### src/rtl/core_pkg.sv
// rtl/core_pkg.sv - shared RV32I fetch constants
// Common address width, instruction size and reset vector for fetch/branch units.
package core_pkg;
  localparam int          XLEN                 = 32;
  localparam int          INSTR_BYTES          = 4;
  localparam logic [31:0] RESET_VECTOR_DEFAULT = 32'h0000_0000;
endpackage

### src/rtl/pc_align_chk.sv
// rtl/pc_align_chk.sv - instruction-address alignment checker
// Flags an address that violates IALIGN (32: low two bits, 16: bit 0).
module pc_align_chk #(
  parameter int XLEN   = core_pkg::XLEN,
  parameter int IALIGN = 32
) (
  input  logic [XLEN-1:0] addr,
  output logic            misaligned
);

  // Upper address bits never affect alignment; fold them away explicitly.
  logic unused_bits;
  assign unused_bits = ^addr;

  generate
    if (IALIGN == 16) begin : g_ialign16
      assign misaligned = addr[0];
    end else begin : g_ialign32
      assign misaligned = |addr[1:0];
    end
  endgenerate

endmodule

### src/rtl/pc.sv
// rtl/pc.sv - RV32I program counter at the head of the fetch stage
// Optional macro PC_STALL_EN adds a pc_stall input that holds the PC.
module pc #(
  parameter int              XLEN         = core_pkg::XLEN,
  parameter logic [XLEN-1:0] RESET_VECTOR = XLEN'(core_pkg::RESET_VECTOR_DEFAULT),
  parameter int              IALIGN       = 32
) (
  input  logic            clk,
  input  logic            rst,
  input  logic [XLEN-1:0] pc_next,
`ifdef PC_STALL_EN
  input  logic            pc_stall,
`endif
  output logic [XLEN-1:0] pc_current,
  output logic [XLEN-1:0] pc_plus4,
  output logic            pc_misaligned
);

  logic misaligned_next;

  pc_align_chk #(
    .XLEN   (XLEN),
    .IALIGN (IALIGN)
  ) u_align_chk (
    .addr       (pc_next),
    .misaligned (misaligned_next)
  );

  // Reset has priority over stall, so a stalled core still resets at once.
  always_ff @(posedge clk or negedge rst) begin
    if (!rst) begin
      pc_current    <= RESET_VECTOR;
      pc_misaligned <= 1'b0;
    end else begin
`ifdef PC_STALL_EN
      if (!pc_stall) begin
        pc_current    <= pc_next;
        pc_misaligned <= misaligned_next;
      end
`else
      pc_current    <= pc_next;
      pc_misaligned <= misaligned_next;
`endif
    end
  end

  assign pc_plus4 = pc_current + XLEN'(core_pkg::INSTR_BYTES);

endmodule

### config.mk
export PLATFORM = sky130hd
export DESIGN_NAME = pc
export DESIGN_NICKNAME = d
export VERILOG_FILES = /design/src/rtl/core_pkg.sv /design/src/rtl/pc_align_chk.sv /design/src/rtl/pc.sv
export SDC_FILE = /design/constraint.sdc
export NUM_CORES = 1
export LEC_CHECK = 0
export CAP_MARGIN = 20
export CORE_MARGIN = 5
export CORE_UTILIZATION = 38
export CTS_CLUSTER_SIZE = 10
export DETAILED_ROUTE_END_ITERATION = 16
export GPL_TIMING_DRIVEN = 0
export PLACE_DENSITY = 0.92
export SLEW_MARGIN = 20
export SYNTH_ARGS = -nofsm -noshare
export SYNTH_HDL_FRONTEND = slang
export SYNTH_SLANG_ARGS = --single-unit
export TNS_END_PERCENT = 20
### constraint.sdc
create_clock -name clk -period 3.3 [get_ports clk]
set_input_delay 0.66 -clock clk [delete_from_list [all_inputs] [get_ports clk]]
set_output_delay 0.66 -clock clk [all_outputs]
set_load 0.1 [all_outputs]
==> flow_metrics.tcl <==
set metrics [dict create \
    crit_path_start "pc_current[2]" \
    drc 0 \
    grt-ovfl-total 0 \
    cap_violations 0 \
    setup_violations 0 \
    ant_nets 0 \
    power.switching_w 0.000541 \
    antenna_found_initial 0 \
    clk_pin_slew_ns 0.07 \
    row_count 22 \
    start_util 0.394 \
    die_y_um 71.6 \
    fin_nets 257 \
    synth_fp_nets 151 \
    wl_per_cell_um 15.3 \
    vias_per_cell 4.66 \
    vias 1262 \
    numCtsBuffers 5 \
    core-area_um2 3660 \
    dpl-instance-area_um2 2690 \
    worstSetupStartpointType "flip-flop" \
    antenna_cells 0 \
    endpoint "pc_plus4[26]" \
    cpMaxStageDelayCell "clkdlybuf4s18_2" \
    design_area_um2 2720 \
    h-tree-depth 2 \
    period_share 0.975 \
    ys_ff_latch 33 \
    cp_data_required_time_ns 2.64 \
    arrival_ns 2.56 \
    slew_headroom 0.322 \
    rsz0062_at_grt "yes" \
    tightest_slew_ns 1.01 \
    multi_input_area_um2 785 \
    leakage_nw 1.18 \
    cts_tree "yes" \
    first_pass_iters 4 \
    pwr_density_cell_nw_per_um2 454 \
    regArea_um2 840 \
    place_hpwl_um 3310 \
    power.internal_w 0.000693 \
    final.setup.tns_ns 0 \
    io_buffer_count 98 \
    path_max_fanout 7 \
    finalCriticalPeriod_ns 3.22 \
    crit_top_cell "nand3_1" \
    cts_sinks 33 \
    final_util 0.742 \
    ys.warnings.count 0 \
    cpPeakStageDelay_ns 0.55 \
    grt_pass1_vias 1410 \
    switching_share 0.439 \
    drt-initial-drc-count 44 \
    synth_cell_types 20 \
    slew_violations 0 \
    ios 99 \
    cts_max_path_buffers 2 \
    grt_usage 0.175 \
    final-hold-violation-count 0 \
    grt_max_degree 34 \
    syn_area_um2 1440 \
    fill_cells 239 \
    avgSynthCellArea_um2 12.4 \
    wirelength_um 4140 \
    path_cells "ha_1, nand3_1, nor4_4, buf_4, nand3_1, xnor2_2, clkdlybuf4s18_2" \
    min_path_type "in2async" \
    status "completed" \
    cp-end-kind "primary output" \
    syn-instance-count 116 \
    grt_pass1_wl_um 6730 \
    drive_gt1_frac 0.305 \
    area_growth_pct 88.5 \
    crit_type "reg2out" \
    die_w_um 71.6 \
    hold_buffers 0 \
    combPwrFrac 0.398 \
    die_area_um2 5130 \
    seq_area_frac_synth 0.573 \
    fmax_mhz 311 \
    clockPowerShare 0.228 \
    peakVddDrop_mv 0.432 \
    seqPwrFrac 0.374 \
    place_congestion 0.750 \
    cts_root_buffer "clkbuf_8" \
]
## per-layer routing
metal,wire (µm),part of all wire,GRT usage,vias up
met5,0,0,0,-
met4,23,0.0056,0.0626,0
met3,673,0.16,0.115,2
met2,2090,0.51,0.300,73
met1,1350,0.33,0.166,587
li1,-,-,-,600
## critical path, delay by kind of cell, from the launching register on
family / cells / cell delay [ns]
adders and majority gates: 1 / 0.21
DFF: 1 / 0.42
and+or+nand+nor: 3 / 0.74
buffers and inverters: 2 / 0.76
xor gates and xnor gates: 1 / 0.14
## kinds of logic after synthesis
group / synth area share
flip-flops: 0.573
buffers and inverters: 0.0182
AND/OR/NAND/NOR: 0.230
adder cells (fa/ha/maj): 0.00868
XOR/XNOR: 0.170
## cells in the final DEF (no fill, tap or decap), types with 3 or more instances in the layout
master           instances
and3_1                   4
buf_4                    3
clkbuf_2                 9
clkbuf_4                 5
clkbuf_8                 5
clkdlybuf4s15_2          3
clkdlybuf4s50_1         72
dfrtp_1                 22
dfrtp_2                 11
dlygate4sd2_1            4
inv_1                    3
nand2_1                 10
nand3_1                 10
nand4_1                  6
nor2_1                   6
nor3_1                   3
nor4_4                   3
xnor2_1                  3
xnor2_2                 12
xnor2_4                  4
xor2_1                   5
xor2_2                   4
## state kept, by name (all words and copies together) (netlist names)
| name | flops |
|---|---|
| pc_misaligned | 1 |
| pc_current | 32 |
## synth_stat cells
library cell  instances  area share
dfrtp_1              33        0.57
xnor2_1              19        0.12
nand2_1              10       0.026
nand3_1              10       0.035
xor2_1                9       0.055
nand4_1               6       0.026
nor2_1                6       0.016
and3_1                4       0.017
inv_1                 3      0.0078
nor3_1                3       0.010
nor4_4                3       0.044
buf_4                 2       0.010
ha_1                  1      0.0087
nand3_2               1      0.0069
nand3_4               1       0.012
nand4_2               1      0.0087
nand4_4               1       0.015
nor4_1                1      0.0043
or2_1                 1      0.0043
or2_2                 1      0.0043
## power groups by stage
stage / registers [W] / clock network (W) / logic, W
finish: 0.000461 / 0.000282 / 0.000492
global route: 0.000464 / 0.000316 / 0.000506
CTS: 0.000461 / 0.000289 / 0.000496
detailed placement: 0.000468 / 0 / 0.000504
global placement: 0.000467 / 0 / 0.000502
floorplan: 0.000617 / 0 / 0.000212
## per-stage QoR
stage	total power (W)	hold slack [ns]	setup slack [ns]	instances
after floorplan	0.000828	0.364	-0.453	116
after global placement	0.000968	1.10	-0.291	262
after detailed placement	0.000972	0.753	-0.352	262
after CTS	0.00125	0.445	0.000951	271
after global routing	0.00129	0.492	-0.0982	271
final	0.00123	0.423	0.0837	271
## worst min-delay path by stage
stage                 from             end  slack, ns  cells after the start
6_report               rst   pc_current[0]       0.42                      1
5_1_grt                rst   pc_misaligned       0.49                      1
4_1_cts                rst   pc_current[1]       0.45                      1
3_5_place_dp           rst   pc_current[0]       0.75                      1
3_3_place_gp   pc_next[10]  pc_current[10]       1.10                      1
2_1_floorplan          rst   pc_current[0]       0.36                      0
## repair_timing
action,in CTS,in global routing
pin swaps,1,0
setup endpoints to repair,23,18
gates resized for setup,56,25
setup buffers,1,0
## cell type report
| type | count | share of cell area |
|---|---|---|
| Buffer | 2 | 0.00553 |
| Tap cell | 48 | 0.0221 |
| Inverter | 3 | 0.00415 |
| Clock buffer | 7 | 0.0281 |
| Timing Repair Buffer | 99 | 0.340 |
| Sequential cell | 33 | 0.309 |
| Multi-Input combinational cell | 78 | 0.289 |
| Clock inverter | 1 | 0.00184 |
Note: power is estimated with default switching activity, not from simulation.
